`src/rtl/alu_pkg.sv`:
```
// Shared ALU encodings: ALU control codes, ALUOp classes, R-type Funct codes
// and the EX-stage control bundle.
package alu_pkg;

    localparam int unsigned ALU_CTRL_W = 4;
    localparam int unsigned ALU_OP_W   = 2;
    localparam int unsigned FUNCT_W    = 6;

    typedef enum logic [ALU_CTRL_W-1:0] {
        ALU_ADD = 4'b0000,
        ALU_SUB = 4'b0001,
        ALU_AND = 4'b0010,
        ALU_OR  = 4'b0011,
        ALU_SLT = 4'b0100,
        ALU_NOP = 4'b1111
    } alu_ctrl_e;

    typedef enum logic [ALU_OP_W-1:0] {
        ALUOP_ADD   = 2'b00,
        ALUOP_SUB   = 2'b01,
        ALUOP_RTYPE = 2'b10,
        ALUOP_AND   = 2'b11
    } alu_op_e;

    typedef enum logic [FUNCT_W-1:0] {
        FUNCT_ADD = 6'b100000,
        FUNCT_SUB = 6'b100010,
        FUNCT_AND = 6'b100100,
        FUNCT_OR  = 6'b100101,
        FUNCT_SLT = 6'b101010
    } funct_e;

    typedef struct packed {
        logic reg_dst;
        logic alu_src;
        logic mem_read;
        logic mem_write;
        logic mem_to_reg;
        logic reg_write;
    } ex_ctrl_t;

endpackage

```
`src/rtl/alu_ctrl.sv`:
```
// ALU control decode from the registered ALUOp class and Funct field;
// an invalid (bubble) slot always decodes to NOP.
module alu_ctrl
    import alu_pkg::*;
(
    input  logic                  valid,
    input  logic [ALU_OP_W-1:0]   alu_op,
    input  logic [FUNCT_W-1:0]    funct,
    output logic [ALU_CTRL_W-1:0] alu_ctrl_c
);

    always_comb begin
        alu_ctrl_c = ALU_NOP;
        if (valid) begin
            case (alu_op)
                ALUOP_ADD: alu_ctrl_c = ALU_ADD;
                ALUOP_SUB: alu_ctrl_c = ALU_SUB;
                ALUOP_AND: alu_ctrl_c = ALU_AND;
                default: begin
                    case (funct)
                        FUNCT_ADD: alu_ctrl_c = ALU_ADD;
                        FUNCT_SUB: alu_ctrl_c = ALU_SUB;
                        FUNCT_AND: alu_ctrl_c = ALU_AND;
                        FUNCT_OR:  alu_ctrl_c = ALU_OR;
                        FUNCT_SLT: alu_ctrl_c = ALU_SLT;
                        default:   alu_ctrl_c = ALU_NOP;
                    endcase
                end
            endcase
        end
    end

endmodule

```
`src/rtl/id_ex_stage.sv`:
```
// ID/EX pipeline register with stall/flush, ALU control decode and operand
// selection. Define FORWARD_EN to build the EX/MEM and MEM/WB forwarding muxes.
module id_ex_stage
    import alu_pkg::*;
#(
    parameter int unsigned DW = 32,
    parameter int unsigned RW = 5
) (
    input  logic                  clk,
    input  logic                  rst_n,
    input  logic                  Stall,
    input  logic                  Flush,
    input  logic [DW-1:0]         ReadData1In,
    input  logic [DW-1:0]         ReadData2In,
    input  logic [DW-1:0]         SignExtImm,
    input  logic [RW-1:0]         Rs,
    input  logic [RW-1:0]         Rt,
    input  logic [RW-1:0]         Rd,
    input  logic                  RegDst,
    input  logic                  ALUSrc,
    input  logic                  MemRead,
    input  logic                  MemWrite,
    input  logic                  MemtoReg,
    input  logic                  RegWrite,
    input  logic [ALU_OP_W-1:0]   ALUOp,
    input  logic [FUNCT_W-1:0]    Funct,
    input  logic                  ExMemRegWrite,
    input  logic [RW-1:0]         ExMemRd,
    input  logic [DW-1:0]         ExMemResult,
    input  logic                  MemWbRegWrite,
    input  logic [RW-1:0]         MemWbRd,
    input  logic [DW-1:0]         MemWbData,
    output logic [DW-1:0]         ReadData1,
    output logic [DW-1:0]         ReadData2,
    output logic [ALU_CTRL_W-1:0] ALUcontrol,
    output logic [DW-1:0]         StoreData,
    output logic [RW-1:0]         WriteReg,
    output logic                  Valid,
    output logic                  MemReadEx,
    output logic                  MemWriteEx,
    output logic                  MemtoRegEx,
    output logic                  RegWriteEx
);

    logic                valid_q,  valid_d;
    ex_ctrl_t            ctrl_q,   ctrl_d;
    logic [ALU_OP_W-1:0] alu_op_q, alu_op_d;
    logic [FUNCT_W-1:0]  funct_q,  funct_d;
    logic [DW-1:0]       rd1_q,    rd1_d;
    logic [DW-1:0]       rd2_q,    rd2_d;
    logic [DW-1:0]       imm_q,    imm_d;
    logic [RW-1:0]       rs_q,     rs_d;
    logic [RW-1:0]       rt_q,     rt_d;
    logic [RW-1:0]       rd_q,     rd_d;
    logic [DW-1:0]       op_a,     op_b;

    // Flush wins over stall and loads an all-zero bubble
    always_comb begin
        valid_d  = valid_q;
        ctrl_d   = ctrl_q;
        alu_op_d = alu_op_q;
        funct_d  = funct_q;
        rd1_d    = rd1_q;
        rd2_d    = rd2_q;
        imm_d    = imm_q;
        rs_d     = rs_q;
        rt_d     = rt_q;
        rd_d     = rd_q;
        if (Flush) begin
            valid_d  = 1'b0;
            ctrl_d   = '0;
            alu_op_d = '0;
            funct_d  = '0;
            rd1_d    = '0;
            rd2_d    = '0;
            imm_d    = '0;
            rs_d     = '0;
            rt_d     = '0;
            rd_d     = '0;
        end else if (!Stall) begin
            valid_d           = 1'b1;
            ctrl_d.reg_dst    = RegDst;
            ctrl_d.alu_src    = ALUSrc;
            ctrl_d.mem_read   = MemRead;
            ctrl_d.mem_write  = MemWrite;
            ctrl_d.mem_to_reg = MemtoReg;
            ctrl_d.reg_write  = RegWrite;
            alu_op_d          = ALUOp;
            funct_d           = Funct;
            rd1_d             = ReadData1In;
            rd2_d             = ReadData2In;
            imm_d             = SignExtImm;
            rs_d              = Rs;
            rt_d              = Rt;
            rd_d              = Rd;
        end
    end

    always_ff @(posedge clk or negedge rst_n) begin
        if (!rst_n) begin
            valid_q  <= 1'b0;
            ctrl_q   <= '0;
            alu_op_q <= '0;
            funct_q  <= '0;
            rd1_q    <= '0;
            rd2_q    <= '0;
            imm_q    <= '0;
            rs_q     <= '0;
            rt_q     <= '0;
            rd_q     <= '0;
        end else begin
            valid_q  <= valid_d;
            ctrl_q   <= ctrl_d;
            alu_op_q <= alu_op_d;
            funct_q  <= funct_d;
            rd1_q    <= rd1_d;
            rd2_q    <= rd2_d;
            imm_q    <= imm_d;
            rs_q     <= rs_d;
            rt_q     <= rt_d;
            rd_q     <= rd_d;
        end
    end

`ifdef FORWARD_EN
    // EX/MEM has priority; register 0 is never a forwarding target
    always_comb begin
        op_a = rd1_q;
        op_b = rd2_q;
        if (ExMemRegWrite && (ExMemRd != '0) && (ExMemRd == rs_q)) begin
            op_a = ExMemResult;
        end else if (MemWbRegWrite && (MemWbRd != '0) && (MemWbRd == rs_q)) begin
            op_a = MemWbData;
        end
        if (ExMemRegWrite && (ExMemRd != '0) && (ExMemRd == rt_q)) begin
            op_b = ExMemResult;
        end else if (MemWbRegWrite && (MemWbRd != '0) && (MemWbRd == rt_q)) begin
            op_b = MemWbData;
        end
    end
`else
    logic unused_fwd;
    assign unused_fwd = ^{ExMemRegWrite, ExMemRd, ExMemResult,
                          MemWbRegWrite, MemWbRd, MemWbData, rs_q};

    always_comb begin
        op_a = rd1_q;
        op_b = rd2_q;
    end
`endif

    alu_ctrl u_alu_ctrl (
        .valid      (valid_q),
        .alu_op     (alu_op_q),
        .funct      (funct_q),
        .alu_ctrl_c (ALUcontrol)
    );

    assign ReadData1  = op_a;
    assign ReadData2  = ctrl_q.alu_src ? imm_q : op_b;
    assign StoreData  = op_b;
    assign WriteReg   = ctrl_q.reg_dst ? rd_q : rt_q;
    assign Valid      = valid_q;
    assign MemReadEx  = ctrl_q.mem_read;
    assign MemWriteEx = ctrl_q.mem_write;
    assign MemtoRegEx = ctrl_q.mem_to_reg;
    assign RegWriteEx = ctrl_q.reg_write;

endmodule

```
`config.mk`:
```
export PLATFORM = sky130hd
export DESIGN_NAME = id_ex_stage
export DESIGN_NICKNAME = d
export VERILOG_FILES = /design/src/rtl/alu_pkg.sv /design/src/rtl/alu_ctrl.sv /design/src/rtl/id_ex_stage.sv
export SDC_FILE = /design/constraint.sdc
export NUM_CORES = 1
export LEC_CHECK = 0
export CORE_UTILIZATION = 38
export DETAILED_ROUTE_END_ITERATION = 10
export GPL_ROUTABILITY_DRIVEN = 1
export GPL_TIMING_DRIVEN = 0
export PLACE_DENSITY = 0.78
export SLEW_MARGIN = 40
export SYNTH_ARGS = -nofsm -noshare
export SYNTH_HDL_FRONTEND = slang
export SYNTH_SLANG_ARGS = --single-unit
```
`constraint.sdc`:
```
create_clock -name clk -period 1.44 [get_ports clk]
set_clock_uncertainty 0.05 [all_clocks]
set_input_delay 0.288 -clock clk [delete_from_list [all_inputs] [get_ports clk]]
set_output_delay 0.288 -clock clk [all_outputs]
set_load 0.02 [all_outputs]
```
==> reports/qor.txt <==
Syn Std Cell Area = 5430 um2
H-tree lvl count = 4
CP most frequent cell = buf_12
Most frequent cell after synthesis = dfrtp_1
Die H = 122 um
Final WL = 16200 um
Maximum capacitance violations = 0
Core area = 13900 um2
DR WL/cell = 17.9 um
DRT iter0 DRCs = 144
Ys flop type = dfrtp_1
Crit-path leading delay family = buffers and inverters
Kind of critical path = reg2out
Final Critical Period = 1.99 ns
Crit path buffers/inverters = 4
Die width = 122 um
Vias in the first global route = 4868
# diodes = 0
Largest net degree at the start of global routing = 72
Clk_lat worst skew = 0.40 ns
Clk sinks = 121
DP HPWL = 11000 um
Register area share after synthesis = 0.558
DP Worst Slack = -0.643 ns
Final instance area = 8990 um2
Leak = 4.42 nW
Final setup violating endpoints = 41
DRC viols = 0
Yosys Warn Count = 0
Fin crit share = 1.38
Placer Congestion = 0.774
Clk pwr share = 0.463
Slew @ Worst Pin = 0.553 ns
GRT overflow = 0
Fin util = 0.645
Area share of the largest cell type after synthesis = 0.558
Crit path DAT = 1.65 ns
Total iterations of the first detailed-routing run = 5
Clock tree buffer depth = 2
Failing checks = setup timing
First-pass GRT wire length = 25200 um
Reg power frac = 0.360
Setup TNS = -17.61 ns
Final setup margin = -0.545 ns
Die Area = 14800 um2
Internal = 0.00793 W
CP peak stage delay = 0.39 ns
CTS tree = yes
Outcome = finished with violations
Post-route ant nets = 0
Syn Area/Cell = 12.1 um2
Row cnt = 43
Nets@finish = 918
Syn_nets = 654
Share of cells above drive strength 1 = 0.299
I/O pin total = 315
CTS root buf = clkbuf_16
Cell Chain, Critical Path = buf_12 > buf_12 > buf_8 > mux2_4 > buf_6
Post-Synthesis Cells = 449
Cts bufs inserted = 17
Max-slew violation count = 0
Area leader, netlist = dfrtp_1
P_sw = 0.00247 W
GRT Util Overall = 0.225
Required @ worst endpoint = 1.10 ns
FMAX = 0.504 GHz
Placed Area = 8000 um2
Worst-path clk slew = 0.05 ns
FF+latch count, synth = 121
Max VDD drop = 0.668 mV
Final Hold Vio Count = 0
Via density = 4.90
Synth cell types = 21
Synth top area cells = dfrtp_1, mux2i_1, nor2_1, mux2_2, buf_6
Layout area overhead = 65.6%
Combinational share of power = 0.177
Pwr Density = 1160 nW/um2
Crit end category = output port
Sw frac = 0.237
Port bufs = 231
Async SR Flop Fraction = 1.00
Worst path slowest cell = dfrtp_1
Antenna violations before repair = 0
Most frequent cells after synthesis = dfrtp_1, mux2i_1, nor2_1, mux2_2, clkbuf_1
Worst hold path type = in2reg
Max-Slew Margin vs Limit = 0.631
Post-synth EDFFs = 0
Detailed-route via count = 4435
Starting density of the core = 0.390
Max FO, Critical Path = 7
Crit start category = flop
Unrepaired setup endpoints after global routing = yes
-- final cells by class --
class                           count  area [um2]
Fill cell                        1090        4940
Sequential cell                   121        3030
Timing Repair Buffer              246        2440
Multi-Input combinational cell    294        2350
Clock buffer                       25         515
Buffer                             31         267
Tap cell                          180         225
Clock inverter                      6         158
Inverter                            2        7.51
-- cell usage in the layout, fill, tap and decap left out, drive strengths merged, types with 3 or more instances in the layout --
master         synthesis  routed
clkdlybuf4s50          0     120
mux2i                120     120
dfrtp                121     121
clkdlybuf4s15          0      35
bufinv                 0       5
o21ai                  3       3
mux2                  38      38
nor2                 120     120
buf                   19      95
clkbuf                13      51
-- power groups by stage --
stage | clock network [W] | registers, W | logic [W]
finish | 0.00482 | 0.00375 | 0.00184
global placement | 0 | 0.00377 | 0.00169
global route | 0.00502 | 0.00377 | 0.00197
detailed placement | 0 | 0.00378 | 0.00173
CTS | 0.00489 | 0.00374 | 0.00179
floorplan | 0 | 0.00389 | 0.000676
-- per-stage QoR --
step,hold WS (ns),power (W),std cells
global route,0.200,0.0108,905
global placement,0.448,0.00547,860
CTS,0.161,0.0104,902
detailed placement,0.183,0.00552,861
floorplan,-0.0576,0.00456,449
finish,0.179,0.0104,905
-- registers in the layout (all words and copies together) (netlist names) --
name	cells
MemWriteEx	1
MemtoRegEx	1
funct_q	6
StoreData	32
MemReadEx	1
ReadData1	32
imm_q	32
rd_q	5
alu_op_q	2
RegWriteEx	1
ctrl_q	2
rt_q	5
Valid	1
-- worst paths after layout --
check / from / endpoint / slack, ns / cells after the start
worst min-delay path: Flush / Valid / 0.18 / 2
max in group asynchronous: rst_n / ctrl_q[5] / 0.28 / 3
worst max register to register: ctrl_q[4] / ctrl_q[4] / 0.26 / 5
worst min register to register: imm_q[7] / imm_q[7] / 0.47 / 2
min in group asynchronous: rst_n / ReadData1[11] / 0.33 / 2
worst max-delay path: ctrl_q[4] / ReadData2[2] / -0.55 / 5
-- per-layer routing --
| metal | track usage | vias up | share of wire |
|---|---|---|---|
| met4 | 0.0934 | 0 | 0.021 |
| met5 | 0 | - | 0 |
| li1 | - | 2040 | - |
| met1 | 0.274 | 2200 | 0.42 |
| met2 | 0.371 | 167 | 0.49 |
| met3 | 0.0686 | 28 | 0.073 |
-- logic make-up after synthesis --
| group | Yosys count | synth area share |
|---|---|---|
| buffers and inverters | 34 | 0.0419 |
| and+or+nand+nor | 129 | 0.0922 |
| muxes | 158 | 0.300 |
| AOI/OAI and AO/OA | 7 | 0.00807 |
| DFF | 121 | 0.558 |
-- repair_timing --
| action | 4_1_cts | 5_1_grt |
|---|---|---|
| gates cloned | 2 | 1 |
| hold buffers | 1 | 0 |
| resized for setup | 449 | 89 |
| endpoints found under the setup margin | 110 | 65 |
| setup buffers | 8 | 4 |
| pin swaps | 0 | 4 |
| hold endpoints to repair | 50 | 0 |
(Power assumes the default switching activity.)
==> RTL change (same flow settings) <==
Change the parameter `RW` from 5 to 6.
--- a/src/rtl/id_ex_stage.sv
+++ b/src/rtl/id_ex_stage.sv
@@ -4,7 +4,7 @@
     import alu_pkg::*;
 #(
     parameter int unsigned DW = 32,
-    parameter int unsigned RW = 5
+    parameter int unsigned RW = 6
 ) (
     input  logic                  clk,
     input  logic                  rst_n,
Ports: changed (6 resized); port bits go from 315 to 321. The function was not compared with the original's and may differ.
==> RTL change against the original RTL <==
- the run still ends with negative setup slack left
- design area is 0.19% higher
- area after synthesis is 2.1% higher
- via count is 1.6% higher
- sequential cell count is 2 higher
- cell count is 1.8% higher
- worst setup slack worse by 0.033 ns
- total power is 4.1% lower
- wire length is 1.6% higher
==> RTL change: results (changes against the original RTL) <==
status=complete, but fails checks; failing checks=negative setup slack; setup violators final=42 (+2.4%); buffering overhead=30.1% (about the same); Placed Cells=872 (+1.3%); pre-CTS setup slack=-0.654 ns (-0.0103 ns); Area Growth Syn to Fin=62.5%; Fillers=1112 (+2.0%); synth cell count leaders=123 x dfrtp_1, 122 x mux2i_1, 122 x nor2_1, 39 x mux2_2, 13 x clkbuf_1; Net Switching=2460 uW (-0.13%); # clk buffers=24 (-4.0%); DRT Pass-1 Iters=4 (-1); WP data arrival=1.68 ns (+0.03 ns); dpl cell area=0.00814 mm2 (+1.8%); Register Area=0.00308 mm2 (+1.6%); layout cells sized above 1=30.4% (+0.43 points); first-pass GRT wire length=24.6 mm (-2.2%); clk tree area frac=6.63% (-0.86 points); Worst-Margin Slew=0.533 ns (-0.0198 ns); M1 wire length=6.74 mm (-0.13%); GR Layer Usage met2=37.1% (+0.040 points); Post-CTS Setup Inserts=10 (+2); final worst slack=-0.578 ns (-0.0335 ns); Pleak=0.00450 uW (+1.7%); overall global routing resource usage=21.9% (-0.64 points); combined area of the multi-input logic cells=0.00239 mm2 (+1.8%); largest net degree at the start of global routing=68 (-5.6%); I/O Buffers=234 (+1.3%); via count=4507 (+1.6%); Final #Nets=938 (+2.2%); DR WL met3=1.01 mm (-14%)
RTL change: final timing paths:
check | start | to | slack (ns) | cells after the start
worst min-delay path | Flush | Valid | 0.27 | 3
worst min register to register | rd_q[5] | rd_q[5] | 0.47 | 2
worst max-delay path | funct_q[2] | ALUcontrol[1] | -0.58 | 4
max in group asynchronous | rst_n | imm_q[25] | 0.29 | 3
min in group asynchronous | rst_n | StoreData[6] | 0.38 | 2
worst max register to register | ctrl_q[4] | ctrl_q[4] | 0.24 | 5
RTL change: cell families (layout without fill, tap and decap cells):
| logic type | after synthesis | in the layout | share of synthesized area, % |
|---|---|---|---|
| AND/OR/NAND/NOR | 131 | 131 | 9.16 |
| flip-flops | 123 | 123 | 55.5 |
| AO/OA/AOI/OAI | 7 | 7 | 0.790 |
| multiplexers | 161 | 161 | 29.9 |
| buffers and inverters | 35 | 319 | 4.58 |
RTL change: worst register-to-register path, delay by kind of cell (launching register included):
kind	cells	cell delay, ns
buf+inv	3	0.45
mux	1	0.12
simple gates	1	0.05
flops	1	0.39
